$ cat src/rtl/mario_enemy_contact_responder.sv
// Mario-side enemy contact responder: classifies stomp vs side hit and runs bounce, lives and game-over state.
// Optional SCORE_EN macro builds the saturating stomp score counter; otherwise score is tied to 0.
module mario_enemy_contact_responder #(
  parameter int CHARACTER_WIDTH = 42,
  parameter int SCREEN_WIDTH    = 640,
  parameter int LIVES_INIT      = 3,
  parameter int BOUNCE_TICKS    = 24,
  parameter int INVULN_TICKS    = 120,
  parameter int STOMP_POINTS    = 100
) (
  input  logic               movement_clock,
  input  logic               reset,
  input  logic signed [31:0] mario_x,
  input  logic signed [31:0] mario_y,
  input  logic signed [31:0] enemy_x,
  input  logic signed [31:0] enemy_y,
  input  logic               enemy_alive,
  output logic               stomp,
  output logic               bounce_up,
  output logic               invincible,
  output logic [3:0]         lives,
  output logic               game_over,
  output logic [13:0]        score
);

  typedef enum logic [1:0] {
    IDLE   = 2'd0,
    BOUNCE = 2'd1,
    HURT   = 2'd2,
    DEAD   = 2'd3
  } state_e;

  localparam logic signed [31:0] CW = 32'(CHARACTER_WIDTH);
  localparam logic signed [31:0] SW = 32'(SCREEN_WIDTH);
  localparam logic [15:0] BOUNCE_LOAD = 16'(BOUNCE_TICKS - 1);
  localparam logic [15:0] INVULN_LOAD = 16'(INVULN_TICKS - 1);
  localparam logic [3:0]  LIVES_LOAD  = 4'(LIVES_INIT);

  state_e      state_q, state_d;
  logic        stomp_q, stomp_d;
  logic        bounce_q, bounce_d;
  logic        inv_q, inv_d;
  logic        go_q, go_d;
  logic [3:0]  lives_q, lives_d;
  logic [15:0] bounce_cnt_q, bounce_cnt_d;
  logic [15:0] inv_cnt_q, inv_cnt_d;

  logic hx, top_hit, side_hit, valid;

  // Box overlap terms, all signed pixel arithmetic.
  always_comb begin
    hx       = (mario_x + CW >= enemy_x) && (mario_x <= enemy_x + CW);
    top_hit  = hx && (mario_y + CW == enemy_y);
    side_hit = hx && (mario_y + CW > enemy_y) && (mario_y < enemy_y + CW);
    valid    = enemy_alive && (enemy_x < SW);
  end

  always_comb begin
    state_d      = state_q;
    stomp_d      = stomp_q;
    bounce_d     = bounce_q;
    inv_d        = inv_q;
    go_d         = go_q;
    lives_d      = lives_q;
    bounce_cnt_d = bounce_cnt_q;
    inv_cnt_d    = inv_cnt_q;
    case (state_q)
      IDLE: begin
        // Top contact takes priority over a simultaneous side overlap.
        if (valid && top_hit) begin
          state_d      = BOUNCE;
          stomp_d      = 1'b1;
          bounce_d     = 1'b1;
          bounce_cnt_d = BOUNCE_LOAD;
        end else if (valid && side_hit && (lives_q == 4'd1)) begin
          state_d = DEAD;
          lives_d = 4'd0;
          go_d    = 1'b1;
        end else if (valid && side_hit && (lives_q != 4'd0)) begin
          state_d   = HURT;
          lives_d   = lives_q - 4'd1;
          inv_d     = 1'b1;
          inv_cnt_d = INVULN_LOAD;
        end else begin
          state_d = IDLE;
        end
      end
      BOUNCE: begin
        stomp_d = 1'b0;
        if (bounce_cnt_q == 16'd0) begin
          bounce_d = 1'b0;
          state_d  = IDLE;
        end else begin
          bounce_cnt_d = bounce_cnt_q - 16'd1;
        end
      end
      HURT: begin
        if (inv_cnt_q == 16'd0) begin
          inv_d   = 1'b0;
          state_d = IDLE;
        end else begin
          inv_cnt_d = inv_cnt_q - 16'd1;
        end
      end
      DEAD: begin
        stomp_d  = 1'b0;
        bounce_d = 1'b0;
        inv_d    = 1'b0;
        lives_d  = 4'd0;
        go_d     = 1'b1;
      end
      default: begin
        state_d = IDLE;
      end
    endcase
  end

  always_ff @(posedge movement_clock or negedge reset) begin
    if (!reset) begin
      state_q      <= IDLE;
      stomp_q      <= 1'b0;
      bounce_q     <= 1'b0;
      inv_q        <= 1'b0;
      go_q         <= 1'b0;
      lives_q      <= LIVES_LOAD;
      bounce_cnt_q <= 16'd0;
      inv_cnt_q    <= 16'd0;
    end else begin
      state_q      <= state_d;
      stomp_q      <= stomp_d;
      bounce_q     <= bounce_d;
      inv_q        <= inv_d;
      go_q         <= go_d;
      lives_q      <= lives_d;
      bounce_cnt_q <= bounce_cnt_d;
      inv_cnt_q    <= inv_cnt_d;
    end
  end

  assign stomp      = stomp_q;
  assign bounce_up  = bounce_q;
  assign invincible = inv_q;
  assign lives      = lives_q;
  assign game_over  = go_q;

`ifdef SCORE_EN
  logic [13:0] score_q, score_d;
  logic [14:0] score_sum;

  // Score credits on the same edge that launches the stomp, saturating at 9999.
  always_comb begin
    score_sum = {1'b0, score_q} + 15'(STOMP_POINTS);
    if ((state_q == IDLE) && (state_d == BOUNCE)) begin
      score_d = (score_sum > 15'd9999) ? 14'd9999 : score_sum[13:0];
    end else begin
      score_d = score_q;
    end
  end

  always_ff @(posedge movement_clock or negedge reset) begin
    if (!reset) begin
      score_q <= 14'd0;
    end else begin
      score_q <= score_d;
    end
  end

  assign score = score_q;
`else
  assign score = 14'd0;
`endif

endmodule

$ cat config.mk
export PLATFORM = sky130hd
export DESIGN_NAME = mario_enemy_contact_responder
export DESIGN_NICKNAME = d
export VERILOG_FILES = /design/src/rtl/mario_enemy_contact_responder.sv
export SDC_FILE = /design/constraint.sdc
export NUM_CORES = 1
export LEC_CHECK = 0
export ABC_AREA = 1
export CORE_AREA = 2 2 187 189
export CTS_CLUSTER_SIZE = 14
export DETAILED_ROUTE_END_ITERATION = 10
export DIE_AREA = 0 0 189 191
export GPL_TIMING_DRIVEN = 0
export HOLD_SLACK_MARGIN = 0.03
export PLACE_DENSITY_LB_ADDON = 0.15
export SLEW_MARGIN = 20
export SYNTH_ARGS = -nofsm -noshare
export SYNTH_HDL_FRONTEND = slang
export SYNTH_SLANG_ARGS = --single-unit
export TNS_END_PERCENT = 30
$ cat constraint.sdc
create_clock -name movement_clock -period 4.95 [get_ports movement_clock]
set_input_delay 0.99 -clock movement_clock [delete_from_list [all_inputs] [get_ports movement_clock]]
set_output_delay 0.99 -clock movement_clock [all_outputs]
set_load 0.05 [all_outputs]
==> results of run 1 <==
flip-flops by register name, summed over array words and instances, names as in the netlist:
name and count:
bounce_cnt_q 16, inv_cnt_q 16, lives 4, state_q 2, bounce_up 1, game_over 1
invincible 1, stomp 1
cell usage after synthesis, types with 3 or more instances:
cell      instances
a21oi_1          62
a21oi_2           3
a31oi_1           3
buf_4            16
dfrtp_1          40
ha_1            139
inv_1           178
inv_2            11
nand2_1         290
nand2_2           9
nand3_1          55
nand3_2           8
nand3b_1          4
nand4_1          25
nand4_2           3
nor2_1          100
nor2_2           13
nor2_4            9
nor3_1           27
nor3_2           10
nor4_1           10
nor4_2            3
o21a_1            8
o21ai_0          31
o21ai_1          15
o31ai_1          13
or2_2             5
xnor2_1          28
xor2_1          101
metrics by stage:
stage	cells	util	setup slack (ns)
after CTS	1891	0.326	0.000174
after detailed placement	1853	0.305	-1.29
after global routing	1919	0.340	-0.0383
final	1919	0.340	0.356
after floorplan	1259	-	0.581
after global placement	1852	0.304	-1.32
placed cells by master (no fill, tap or decap), drive strengths merged, types with 28 or more instances in the layout:
master,instances
clkdlybuf4s50,98
a21oi,65
dfrtp,40
buf,83
nand4,28
o21ai,48
xor2,101
nand3,63
xnor2,28
ha,139
nor3,39
inv,189
nor2,122
nand2,300
cell type report:
class	count	area, µm²	share of cell area
Tap cell	455	569	0.0491
Buffer	20	155	0.0134
Multi-Input combinational cell	1008	7000	0.604
Inverter	189	712	0.0615
Sequential cell	42	1050	0.0909
Clock buffer	6	139	0.0120
Clock inverter	2	60.1	0.00518
Timing Repair Buffer	197	1900	0.164
how the worst max path moves through the flow:
stage	endpoint	start	slack, ns
2_1_floorplan	inv_cnt_q[12]	enemy_y[1]	0.58
3_3_place_gp	inv_cnt_q[0]	enemy_y[1]	-1.32
3_5_place_dp	inv_cnt_q[13]	enemy_y[1]	-1.29
4_1_cts	inv_cnt_q[2]	enemy_y[7]	0.0002
5_1_grt	inv_cnt_q[13]	enemy_y[5]	-0.04
6_report	inv_cnt_q[2]	mario_x[2]	0.36
logic make-up after synthesis:
kind of cell | count (synthesis) | share of synthesized area
AND/OR/NAND/NOR | 580 | 0.330
buffers and inverters | 209 | 0.101
AO/OA/AOI/OAI | 146 | 0.100
adder cells (fa/ha/maj) | 139 | 0.208
XOR/XNOR | 129 | 0.135
flip-flops | 42 | 0.126
other | 1 | 0.000448
worst max-delay path, delay by kind of cell:
kind / cells / cell delay [ns]
and+or+nand+nor: 20 / 2.36
AOI/OAI and AO/OA: 4 / 0.49
adders and majority gates: 2 / 0.40
buffers and inverters: 3 / 0.33
xor gates and xnor gates: 1 / 0.17
timing repair:
item                                    4_1_cts  5_1_grt
pin swaps                                    32       68
endpoints found under the setup margin       42       42
gates resized for setup                      93      112
cloned                                        2        0
setup buffers                                29       29
per-layer routing:
metal / part of all wire / GRT usage / wire [µm] / vias to the layer above
met2: 0.47 / 0.241 / 11600 / 133
met4: 0.0071 / 0.0144 / 175 / 0
met3: 0.028 / 0.0127 / 686 / 11
met1: 0.49 / 0.182 / 12100 / 3667
met5: 0 / 0 / 0 / -
li1: - / - / - / 4473
report_power, final:
part	internal (µW)	switching [µW]	total [µW]
registers	343	0	343
logic	279	363	641
clock network	303	145	448
total	925	507	1430
==> metrics.txt, run 1 <==
status finished clean; Fillers 3717; Ys Warns 0; CP Capture Type flop; worst slew pin tran 0.593 ns; Hold Crit Depth 2; ANT cells 0; Post-synth EDFFs 0; vias in the first global route between 8000 and 9000; Arrival @ worst endpoint 4.77 ns; Syn Inst Count between 1000 and 1500; Hold WC Path Type flop to flop; Power Density 124 mW/mm²; dominant synthesized flop cell dfrtp_1; first-pass GRT wire length 40200 µm; total I/O pin count 153; area delta synth->final 38.3%; Post-synth ARST share 1.00; CTS tree yes; flop2flop setup slack 2.59 ns; Final Slew Violations 0; core area 0.0341 mm²; port bufs 138; Pre-antenna DRT Iters 4; Clock transition at path regs 0.06 ns; Crit Path Category input pin to flop; max_slew headroom 0.603; GRT Util Overall 0.135; chip width about 190 µm; GRT overflow 0; design area 0.0116 mm²; total clock sinks 42; # hold bufs at CTS 0; Num CTS Buffers 5; peak supply drop 0.000109 V; Initial Util 0.246; static leakage between 0.005 and 0.006 µW; Netlist cell types 48; Max Cap Viol 0; Mean Syn Cell Area 6.72 µm²; share of cells above drive strength 1 0.171; top area cells in the synthesized netlist ha_1, nand2_1, dfrtp_1; Final Skew 0.00415 ns; Max Freq 218 MHz; post-route ant nets 0; Worst Path Max Fanout 7; Worst Hold End game_over; initial antenna violation count 0; post-DP HPWL 20800 µm; gp weighted congestion 0.831; vias per cell 4.32; placed inst area 0.0104 mm²; Hold Startpoint game_over; setup TNS 0 ns; Setup Viol. Count Final 0; reg2reg start inv_cnt_q[0]; Seq/Total Area, Yosys 0.126; DRC violations left 0; slowest CP cell ha_1; H-tree lvl count 2; crit share post-route 0.928; synthesized flop and latch total 42; top-area cell type share of the netlist area 0.208; worst endpoint required time about 5.1 ns; Synth area leader ha_1; final hold viol count 0; via count 8284; cell mode on critical path nand2_2; Period minus WS final 4.59 ns; die area 0.0361 mm²; Design Power 1430 µW; crit-path max cell delay 0.27 ns; DR iter-0 viols ~250; worst flop-to-flop path endpoint inv_cnt_q[13]; Clock Path Buffers 2; drt wl/cell approximately 13 µm; largest net degree at the start of global routing 25; die height about 190 µm; final wirelength 24600 µm; Cell Rows 68; Syn Std Cell Area about 0.0084 mm²; CTS root buf clkbuf_16; Final Hold Slack 0.468 ns; nets between 1500 and 2000; Worst R2R Path Depth 14; worst skew pair latency approximately 0.29 ns; crit path launch type input pin
Note: power is estimated with default switching activity, not from simulation.
==> run 2: changes to the inputs <==
--- a/config.mk
+++ b/config.mk
@@ -13,7 +13,7 @@
 export GPL_TIMING_DRIVEN = 0
 export HOLD_SLACK_MARGIN = 0.03
 export PLACE_DENSITY_LB_ADDON = 0.15
-export SLEW_MARGIN = 20
+export SLEW_MARGIN = 10
 export SYNTH_ARGS = -nofsm -noshare
 export SYNTH_HDL_FRONTEND = slang
 export SYNTH_SLANG_ARGS = --single-unit
==> results of run 2 <==
No change in the layout: final DEF, timing and power equal those of run 1.
